==> src/rtl/vram_arbiter.sv <==
// Video RAM arbiter: single-port RAM shared by the video fetcher (absolute priority) and the CPU.
// Latency: grant is combinational in the issue cycle; vid_valid / cpu_ack pulse exactly one cycle later.
// Backpressure: video never stalls; CPU holds cpu_req until cpu_ack, at most one access per 2 cycles.
module vram_arbiter #(
    parameter int ADDR_W = 11,
    parameter int DATA_W = 8
) (
    input  logic              clk,
    input  logic              reset,
    input  logic              vid_req,
    input  logic [ADDR_W-1:0] vid_addr,
    input  logic              vid_active,
    output logic [DATA_W-1:0] vid_data,
    output logic              vid_valid,
    input  logic              cpu_req,
    input  logic              cpu_we,
    input  logic [ADDR_W-1:0] cpu_addr,
    input  logic [DATA_W-1:0] cpu_wdata,
    output logic [DATA_W-1:0] cpu_rdata,
    output logic              cpu_ack,
    input  logic              blank_only,
    output logic [ADDR_W-1:0] mem_addr,
    output logic              mem_we,
    output logic [DATA_W-1:0] mem_wdata,
    input  logic [DATA_W-1:0] mem_rdata,
    output logic [7:0]        stall_count
);

    // Last cycle's grant; doubles as the registered vid_valid / cpu_ack source.
    typedef enum logic [1:0] {
        S_IDLE = 2'd0,
        S_VID  = 2'd1,
        S_CPU  = 2'd2
    } state_t;

    state_t            state;
    logic              we_q;          // direction of the CPU access being acknowledged
    logic [DATA_W-1:0] cpu_rdata_q;   // last CPU read byte, held across writes and idle cycles
    logic [DATA_W-1:0] vid_data_q;    // last video byte, held between fetches

    logic cpu_elig;
    logic vid_gnt;
    logic cpu_gnt;
    logic stall_inc;

    // The ack cycle (state CPU) never re-issues the still-high cpu_req, which caps CPU
    // throughput at one access per two cycles. blank_only/vid_active act in the same cycle.
    assign cpu_elig  = cpu_req && (state != S_CPU) && (!blank_only || !vid_active);
    // Nothing is issued while reset is high, so an access cannot slip into the RAM during reset.
    assign vid_gnt   = !reset && vid_req;
    assign cpu_gnt   = !reset && cpu_elig && !vid_req;
    // A CPU cycle counts as lost when it is waiting (not in its own ack cycle) and not granted.
    assign stall_inc = cpu_req && (state != S_CPU) && !cpu_gnt;

    // Drive the RAM port from the current-cycle grant.
    always_comb begin
        mem_addr = '0;
        mem_we   = 1'b0;
        if (vid_gnt) begin
            mem_addr = vid_addr;
        end else if (cpu_gnt) begin
            mem_addr = cpu_addr;
            mem_we   = cpu_we;
        end
    end

    assign mem_wdata = cpu_wdata;

    // Record the grant, latch CPU direction, capture returned bytes and count CPU stalls.
    always_ff @(posedge clk) begin
        if (reset) begin
            state       <= S_IDLE;
            we_q        <= 1'b0;
            cpu_rdata_q <= '0;
            vid_data_q  <= '0;
            stall_count <= 8'd0;
        end else begin
            if (vid_gnt) begin
                state <= S_VID;
            end else if (cpu_gnt) begin
                state <= S_CPU;
            end else begin
                state <= S_IDLE;
            end

            if (cpu_gnt) begin
                we_q <= cpu_we;
            end

            if (state == S_VID) begin
                vid_data_q <= mem_rdata;
            end
            if (state == S_CPU && !we_q) begin
                cpu_rdata_q <= mem_rdata;
            end

            if (stall_inc && stall_count != 8'hFF) begin
                stall_count <= stall_count + 8'd1;
            end
        end
    end

    // Responses: the RAM returns data one cycle after the address, so the byte is passed straight
    // through in the response cycle and held afterwards. Reset masks a response still in flight.
    always_comb begin
        vid_valid = (state == S_VID) && !reset;
        cpu_ack   = (state == S_CPU) && !reset;
        vid_data  = '0;
        cpu_rdata = '0;
        if (!reset) begin
            vid_data  = vid_valid ? mem_rdata : vid_data_q;
            cpu_rdata = (cpu_ack && !we_q) ? mem_rdata : cpu_rdata_q;
        end
    end

endmodule

==> config.mk <==
export PLATFORM = sky130hd
export DESIGN_NAME = vram_arbiter
export DESIGN_NICKNAME = d
export VERILOG_FILES = /design/src/rtl/vram_arbiter.sv
export SDC_FILE = /design/constraint.sdc
export NUM_CORES = 1
export LEC_CHECK = 0
export ABC_AREA = 1
export ABC_CLOCK_PERIOD_IN_PS = 1900
export CAP_MARGIN = 30
export CORE_MARGIN = 2
export CORE_UTILIZATION = 36
export CTS_BUF_LIST = sky130_fd_sc_hd__clkbuf_16
export DETAILED_ROUTE_END_ITERATION = 10
export GPL_ROUTABILITY_DRIVEN = 0
export PLACE_DENSITY_LB_ADDON = 0.05
export SLEW_MARGIN = 20
export SYNTH_ARGS = -nofsm -noshare
export SYNTH_HDL_FRONTEND = slang
export SYNTH_SLANG_ARGS = --single-unit
==> constraint.sdc <==
create_clock -name clk -period 1.9 [get_ports clk]
set_clock_uncertainty 0.2 [all_clocks]
set_input_delay 0.38 -clock clk [delete_from_list [all_inputs] [get_ports clk]]
set_output_delay 0.38 -clock clk [all_outputs]
set_load 0.05 [all_outputs]
== After elaboration in Yosys (flattened, before gate mapping) ==
Index checks and enable logic that the tools add are counted.
W data, S select, Z words.

* Div/mod/pow operators: 0
* Multiply operators: 0
* $lt $le $gt $ge: 0
* Add/sub/neg operators: 1
* Equal/unequal tests: 4
* Bitwise logic cells: 0
* Reduce and logical (&&, ||, !) cells: 19
* Shifts and indexed selects: 0
* Mux-type cells: 10

{| class="wikitable"
|+ Operators by type and width
! kind !! count
|-
| $mux W8 || 4
|-
| $mux W11 || 2
|-
| $logic_and A1 B1 Y1 || 11
|-
| $add A8 B1 Y8 const B || 1
|-
| $ne A8 B8 Y1 const B || 1
|-
| $logic_not A1 Y1 || 6
|-
| $mux W1 || 3
|-
| $eq A2 B1 Y1 const B || 1
|-
| $eq A2 B2 Y1 const B || 1
|-
| $mux W2 || 1
|-
| $ne A2 B2 Y1 const B || 1
|-
| $reduce_or A2 Y1 || 1
|-
| $logic_or A1 B1 Y1 || 1
|}

* Bits in writable memories: 0
* Output and inout port bits: 46
* Bits of input ports: 45
* Memories kept: 0
* Flip-flop bits (word level): 27
* Latch bits: 0
* ROM bits: 0

== Logic depth before layout (Yosys ltp) ==
Gate-level depths: netlist (run 1).

* Depth in word-level cells: 8
* Gate-level depth with buffers: 8
* Depth with buffers taken out: 8

== Least setup slack after synthesis (run 1) ==
No wires, ideal clock.

* Path type: register to output
* Start: register state[0]
* End: output cpu_rdata[0]
* Stages on the path, launching flop included: 7
* Arrival time: 1.700 ns
* Path buffers: 2
* Slack: -0.380 ns
* Cells stage by stage: dfxtp_1 -> inv_1 -> nand2_1 -> or2_1 -> clkbuf_1 -> buf_2 -> a21oi_1

* Cells in the longest elaborated chain, start to end: 5

{| class="wikitable"
|+ RTL lines
! element !! line !! RTL
|-
| start: declaration || 36 || <nowiki>state_t state;</nowiki>
|-
| start signal: assignment || 72 || <nowiki>state <= S_IDLE;</nowiki>
|-
| start signal: assignment || 79 || <nowiki>state <= S_VID;</nowiki>
|-
| start signal: assignment || 81 || <nowiki>state <= S_CPU;</nowiki>
|-
| $eq A2 B2 Y1 || 107 || <nowiki>cpu_ack = (state == S_CPU) && !reset;</nowiki>
|-
| $logic_and A1 B1 Y1 || 107 ||
|-
| $logic_and A1 B1 Y1 || 112 || <nowiki>cpu_rdata = (cpu_ack && !we_q) ? mem_rdata : cpu_rdata_q;</nowiki>
|-
| $mux W8 || 112 ||
|-
| $mux W8 || 110 || <nowiki>if (!reset) begin</nowiki>
|-
| end: declaration || 19 || <nowiki>output logic [DATA_W-1:0] cpu_rdata,</nowiki>
|}

No other way between the ends.

== Final worst setup path (run 1) ==
* Start: register state[0]
* End: output cpu_rdata[6]

The elaborated chain is that of the path after synthesis.

==> metrics.md, run 1 <==
| Metric | Value |
|---|---|
| R2r setup slk | -0.03 ns |
| RSZ-0062 raised after global routing | yes |
| Crit path top cell by count | buf_12 |
| Share of cells above drive strength 1 | 0.497 |
| Post-synth top area cell | dfxtp_1 |
| Post-route DRC | 0 |
| Xor/xnor share of the synthesized area | 0.0124 |
| Critical path's slowest cell | dfxtp_2 |
| Power Density | 544 mW/mm² |
| WL/cell | 22.2 µm |
| Min-delay worst type | reg -> reg |
| Die footprint | 0.00444 mm² |
| Largest family of logic cells by synthesized area | simple AND/OR/NAND/NOR gates |
| Die height | 66.6 µm |
| Failing checks | setup timing |
| Initial DRC count | 200 |
| Flip-flop and latch count after synthesis | 27 |
| Tcrit/Tclk final | 1.15 |
| Syn avg cell area | 6.99 µm² |
| Vias in the first global route | 1905 |
| Yosys warns | 0 |
| Total wire length | 7800 µm |
| Synth top area share | 0.383 |
| I/O pin count | 91 |
| CP Class | reg -> out |
| Synth cell types | 21 |
| Seq/Total Area, Yosys | 0.383 |
| CTS root buf | clkbuf_16 |
| Top cells by area, synth | dfxtp_1 38%, nor2_1 10%, nand2_1 9.0% |
| Core area | 0.00372 mm² |
| Met1 WL | 2760 µm |
| Synth Area in Compound Gates | 0.235 |
| Ant diodes | 0 |
| Final Setup Violations | 31 |
| Worst endpoint required time | 1.32 ns |
| WL met2 | 4060 µm |
| Peak supply drop | 0.458 mV |
| Clk pin slew, worst setup/hold paths | 0.07 ns |
| ANT nets after route | 0 |
| GRT overflow | 0 |
| CTS buffer count | 3 |
| Synth Area in Simple Gates | 0.236 |
| Total global routing track utilization | 0.284 |
| CTS Buffer Depth | 2 |
| Mapped Nets | 248 |
| Post-DP HPWL | 3530 µm |
| Fmax | 456 MHz |
| Outcome | complete, but fails checks |
| Met3 WL post-DR | 629 µm |
| Final TNS setup | -6.88 ns |
| Leak | 1.36 nW |
| Total iterations of the first detailed-routing run | 4 |
| P&R area growth vs syn | 138% |
| Worst skew pair latency | 0.26 ns |
| Slew headroom | 0.785 |
| Worst Path Max Fanout | 11 |
| CTS tree | done |
| Worst path cell trace | inv_2 -> nand2_2 -> or2_4 -> buf_12 -> o21ai_4 -> a21oi_2 -> buf_12 |
| Finished layout cell area | 0.00337 mm² |
| CP startpoint kind | register |
| Max-capacitance violation count | 0 |
| Pwr Total | 1.83 mW |
| Crit path largest cell delay | 0.33 ns |
| Largest net degree at the start of global routing | 19 |
| Max-slew violations | 0 |
| Mapped Area | 0.00141 mm² |
| Initial antenna violation count | 0 |
| TritonCTS Sinks | 27 |
| Via-to-Cell Ratio | 5.59 |
| Worst-Margin Slew | 0.323 ns |
| Period minus WS final | 2.19 ns |
| First-pass GRT wire length | 9340 µm |
| Worst path arrival time | 1.61 ns |
| Starting Density | 0.380 |
| H-tree depth | 1 |
| Post-synthesis mux area share | 0 |
| Top Layer Used | met4 |
| Fillcell total | 128 |
| Final Hold Vio Count | 0 |
| Mapped Cells | 202 |
| Via count | 1967 |
| Site Rows | 22 |
| Crit end category | output pin |
| Layout Nets | 351 |
| Port bufs | 74 |
| Placed Area | 0.00277 mm² |
| Die width | 66.6 µm |
| Worst Slack Setup Final | -0.291 ns |
| Synth Area in Adders | 0.00887 |
-- worst paths after layout --
kind / start / endpoint / cells after the start
max reg2reg: stall_count[1]$_SDFFE_PP0P_ / stall_count[4]$_SDFFE_PP0P_ / 8
max: state[0]$_SDFF_PP0_ / cpu_rdata[6] / 7
min reg2reg: cpu_rdata_q[2]$_SDFFE_PP0P_ / cpu_rdata_q[2]$_SDFFE_PP0P_ / 2
min: cpu_rdata_q[2]$_SDFFE_PP0P_ / cpu_rdata_q[2]$_SDFFE_PP0P_ / 2
-- cell families after synthesis --
kind of cell / count (synthesis)
fa+ha+maj: 1
compound gates: 55
xor+xnor: 2
buf+inv: 36
simple gates: 81
flops: 27
-- metal layers --
layer | vias to the layer above | global-route usage
met5 | - | 0
met4 | 0 | 0.102
met3 | 45 | 0.0811
met2 | 129 | 0.541
met1 | 935 | 0.290
li1 | 858 | -
-- metrics by stage --
stage	util	setup slack, ns	hold WS [ns]	instances
after floorplan	-	-0.117	0.245	202
final	0.906	-0.291	0.290	352
after global placement	0.745	-0.585	0.258	331
after global routing	0.906	-0.331	0.314	352
after detailed placement	0.745	-0.630	0.263	331
after CTS	0.869	-0.262	0.273	348
-- sequential cells by signal (all words and copies together), names as in the netlist --
signal       count
cpu_rdata_q      8
state            2
vid_data_q       8
stall_count      8
we_q             1
-- cell type report --
class / instances / area, µm² / area share
inverter: 21 / 86.3 / 0.0257
tap: 48 / 60.1 / 0.0178
clock buffer: 3 / 75.1 / 0.0223
sequential: 27 / 544 / 0.162
multi-input combinational: 139 / 1120 / 0.333
timing repair inverter: 1 / 8.76 / 0.00260
clock inverter: 1 / 7.51 / 0.00223
timing repair buffer: 112 / 1460 / 0.435
-- cell usage after synthesis --
master	n
buf_4	10
nand2_1	34
or2_1	1
nand3b_1	2
inv_1	19
a22o_1	11
a21oi_1	24
clkinv_1	1
nand4_1	1
nand3_1	1
xor2_1	2
nor2_2	1
clkbuf_1	2
ha_1	1
o21ai_0	16
nor2_1	39
inv_2	1
dfxtp_1	27
o21ai_2	4
nand3_2	2
buf_2	3
-- critical path, delay by kind of cell, from the launching register on --
family,cells,cell delay [ns]
buffers and inverters,3,0.40
and+or+nand+nor,2,0.37
DFF,1,0.33
AOI/OAI and AO/OA,2,0.24
-- cell usage in the layout (no fill, tap or decap), types with 2 or more instances in the layout --
cell and count:
nand3b_1 2, nand2_2 2, o21ai_0 4, nand2_1 30, clkbuf_16 4, a21oi_2 8, clkdlybuf4s50_1 31, dfxtp_1 24
o21ai_4 11, buf_4 28, o21ai_2 2, buf_6 8, dlygate4sd2_1 3, o21ai_1 3, buf_12 39, nand2_4 2
inv_1 16, a21oi_1 16, nor2_2 2, nor2_4 20, inv_2 3, xor2_1 2, a22o_4 11, nor2_1 18
dfxtp_2 3
-- power breakdown --
part / internal, mW / switching, mW
logic: 0.340 / 0.382
registers: 0.592 / 0.0206
clock network: 0.287 / 0.209
total: 1.22 / 0.611
-- repair_timing --
item,in CTS,in global routing
gates resized for setup,83,22
endpoints found under the setup margin,30,32
pin swaps,14,12
gates cloned,1,1
hold buffers,0,0
buffers inserted,13,4
Power figures use the tool's default switching activity.
==> run 2: changes to the inputs <==
--- a/config.mk
+++ b/config.mk
@@ -14,6 +14,7 @@
 export DETAILED_ROUTE_END_ITERATION = 10
 export GPL_ROUTABILITY_DRIVEN = 0
 export PLACE_DENSITY_LB_ADDON = 0.05
+export SETUP_SLACK_MARGIN = 0.15
 export SLEW_MARGIN = 20
 export SYNTH_ARGS = -nofsm -noshare
 export SYNTH_HDL_FRONTEND = slang
==> run 2 against run 1 <==
Compared with the run above: the flow still finishes with violations (setup timing); combinational power down 6.0%; die area unchanged; clock-buffer cell count unchanged; critical path depth unchanged; total power fell by 2.7%; register-to-register slack improved by 0.24 ns; sequential cell count is the same; cell count down 1.7%; first-iteration DRC count is 60% lower; critical path type unchanged; critical endpoint is now cpu_rdata[5].
==> metrics.md, run 2 (synthesis results as in run 1) <==
| Metric | Value |
|---|---|
| Worst Slack Setup Final | -0.232 ns (+0.0591 ns) |
| I/O pin count | 91 (unchanged) |
| Pre-CTS setup slack | -0.398 ns (+0.232 ns) |
| CTS buffer count | 3 (unchanged) |
| Post-route DRC | 0 (unchanged) |
| Largest registers | cpu_rdata_q x8, stall_count x8, vid_data_q x8 |
| Crit path max-delay family | buffers and inverters |
| CTS Buffer Depth | 2 (unchanged) |
| Ant diodes | 0 (unchanged) |
| Finished layout cell area | 0.00333 mm² (-1.0%) |
| Final Hold Vio Count | 0 (unchanged) |
| Total global routing track utilization | 0.253 (-0.0313) |
| Layout Nets | 345 (-1.7%) |
| Port bufs | 74 (unchanged) |
| WHS Path Cells | 2 (unchanged) |
| First-pass GRT wire length | 8560 µm (-8.3%) |
| Leak | 1.32 nW (-2.7%) |
| R2R depth | 7 (-1) |
| Initial DRC count | 81 (-60%) |
| Flop pwr share | 0.342 (+0.007) |
| Hold buffers post-CTS | 0 (unchanged) |
| Initial antenna violation count | 0 (unchanged) |
| Period minus WS final | 2.13 ns (-0.0590 ns) |
| Clk pwr share | 0.276 (+0.005) |
| Hold Crit Start | we_q$_SDFFE_PP0P_ |
| Worst r2r src | state[1]$_SDFF_PP0_ |
| Combinational share of power | 0.381 (-0.013) |
| Crit path largest cell delay | 0.32 ns (about the same) |
| Power Density | 535 mW/mm² (-1.7%) |
| Buf/Inv on CP | 3 (unchanged) |
| CP Class | reg -> out |
| WP depth | 7 (unchanged) |
| WL/cell | 16.5 µm (-26%) |
| R2r setup slk | 0.21 ns (+0.24 ns) |
| Layout Cells excl Fill | 346 (-1.7%) |
| Crit end category | output pin |
| Vias in the first global route | 1915 (+0.52%) |
| Total wire length | 5690 µm (-27%) |
| Via-to-Cell Ratio | 5.05 (-9.6%) |
| Worst skew pair latency | 0.27 ns (about the same) |
| Final Setup Violations | 29 (-6.5%) |
| Share of cells above drive strength 1 | 0.500 (+0.00329) |
| Fmax | 469 MHz (+2.8%) |
| Hold EP | we_q$_SDFFE_PP0P_ |
| Via count | 1748 (-11%) |
| RSZ-0062 raised after global routing | yes |
| CP startpoint kind | register |
| Site Rows | 22 (unchanged) |
| P_sw | 0.575 mW (-5.9%) |
| Switching part of the total | 0.323 (-0.0109) |
| Total iterations of the first detailed-routing run | 4 (unchanged) |
| TritonCTS Sinks | 27 (unchanged) |
| Commonest non-fill, non-tap cell in the layout | buf_12 |
| Final hold slack | 0.297 ns (+0.00723 ns) |
| P&R area growth vs syn | 136% |
| Core area | 0.00372 mm² (unchanged) |
| Max-capacitance violation count | 0 (unchanged) |
| CTS tree | done |
| Post-DP HPWL | 3430 µm (-2.7%) |
| Largest net degree at the start of global routing | 19 (unchanged) |
| Most frequent cells in the layout | 36 x buf_12, 31 x clkdlybuf4s50_1, 28 x nand2_1 |
| Worst path cell trace | inv_2 -> nand2_2 -> or2_4 -> buf_12 -> o21ai_4 -> a21oi_4 -> buf_12 |
| Max-slew violations | 0 (unchanged) |
| Die footprint | 0.00444 mm² (unchanged) |
| Slew headroom | 0.757 (-0.0278) |
| Placed Area | 0.00291 mm² (+5.0%) |
| Reg-to-Reg End | stall_count[4]$_SDFFE_PP0P_ |
| Finished Core Util | 0.896 (-0.00943) |
| H-tree depth | 1 (unchanged) |
| ANT nets after route | 0 (unchanged) |
| Critical path's slowest cell | dfxtp_2 |
| CTS root buf | clkbuf_16 |
| Peak supply drop | 0.406 mV (-11%) |
| Worst path arrival time | 1.55 ns (-0.06 ns) |
| Min-delay worst type | reg -> reg |
| Int Power | 1.21 mW (-1.1%) |
| Outcome | complete, but fails checks |
| Placed cell count | 334 (+0.91%) |
| GRT overflow | 0 (unchanged) |
| Starting Density | 0.380 (unchanged) |
| Failing checks | setup timing |
| Die height | 66.6 µm (unchanged) |
| Worst-Margin Slew | 0.364 ns (+0.0416 ns) |
| Worst endpoint required time | 1.32 ns (about the same) |
| Tcrit/Tclk final | 1.12 (-0.0311) |
| Clk pin slew, worst setup/hold paths | 0.07 ns (about the same) |
| Crit path top cell by count | buf_12 |
| Worst Path Max Fanout | 8 (-3) |
| Die width | 66.6 µm (unchanged) |
-- run 2: cell types whose count changed in the layout (fill, tap and decap cells not counted), moves of 3 or more --
cell     delta
a21oi_2     -8
a21oi_4     +8
buf_12      -3
buf_6       -4
nor2_2      +5
nor2_4      -5
o21ai_2     +3
o21ai_4     -3
-- run 2: layout make-up --
cell class	count	area [µm²]
Clock buffer	3	75.1
Tap cell	48	60.1
Timing Repair Buffer	106	1410
Inverter	21	87.6
Sequential cell	27	548
Timing Repair inverter	1	5.00
Multi-Input combinational cell	139	1140
Clock inverter	1	5.00
Fill cell	165	385
-- run 2: power groups by stage --
| stage | clock network, mW | logic (mW) | registers (mW) |
|---|---|---|---|
| 2_1_floorplan | 0 | 0.323 | 0.629 |
| 3_3_place_gp | 0 | 0.591 | 0.615 |
| 3_5_place_dp | 0 | 0.599 | 0.615 |
| 4_1_cts | 0.485 | 0.655 | 0.607 |
| 5_1_grt | 0.525 | 0.707 | 0.611 |
| 6_report | 0.492 | 0.679 | 0.610 |
-- run 2: repair_timing --
action,in CTS,in global routing
pin swaps,12,7
gates cloned,2,2
resized for setup,70,13
setup buffers,2,2
endpoints found under the setup margin,30,38
-- run 2: worst register-to-register path: stages, from the launching register on --
cell,delay [ns]
dfxtp_2,0.33
buf_4,0.14
a21oi_1,0.33
nand2_1,0.13
nor2_2,0.13
buf_4,0.16
nand2_1,0.06
a21oi_1,0.15
-- run 2: how the worst max path moves through the flow --
stage                   endpoint                 from
detailed placement  cpu_rdata[2]                reset
floorplan           cpu_rdata[0]  state[0]$_SDFF_PP0_
global route         vid_data[3]  state[0]$_SDFF_PP0_
CTS                  vid_data[7]  state[0]$_SDFF_PP0_
finish              cpu_rdata[5]  state[0]$_SDFF_PP0_
global placement    cpu_rdata[7]                reset
-- run 2: per-stage QoR --
stage          TNS (ns)  total power [mW]
5_1_grt           -5.71              1.84
6_report          -4.39              1.78
3_5_place_dp      -9.43              1.21
2_1_floorplan         0             0.952
3_3_place_gp      -8.92              1.21
4_1_cts           -3.62              1.75
-- run 2: layer usage --
metal | vias up | GRT usage | wire length, µm
met1 | 793 | 0.255 | 1960
met3 | 20 | 0.0574 | 406
met4 | 0 | 0.0918 | 174
li1 | 846 | - | -
met5 | - | 0 | 0
met2 | 89 | 0.495 | 3160
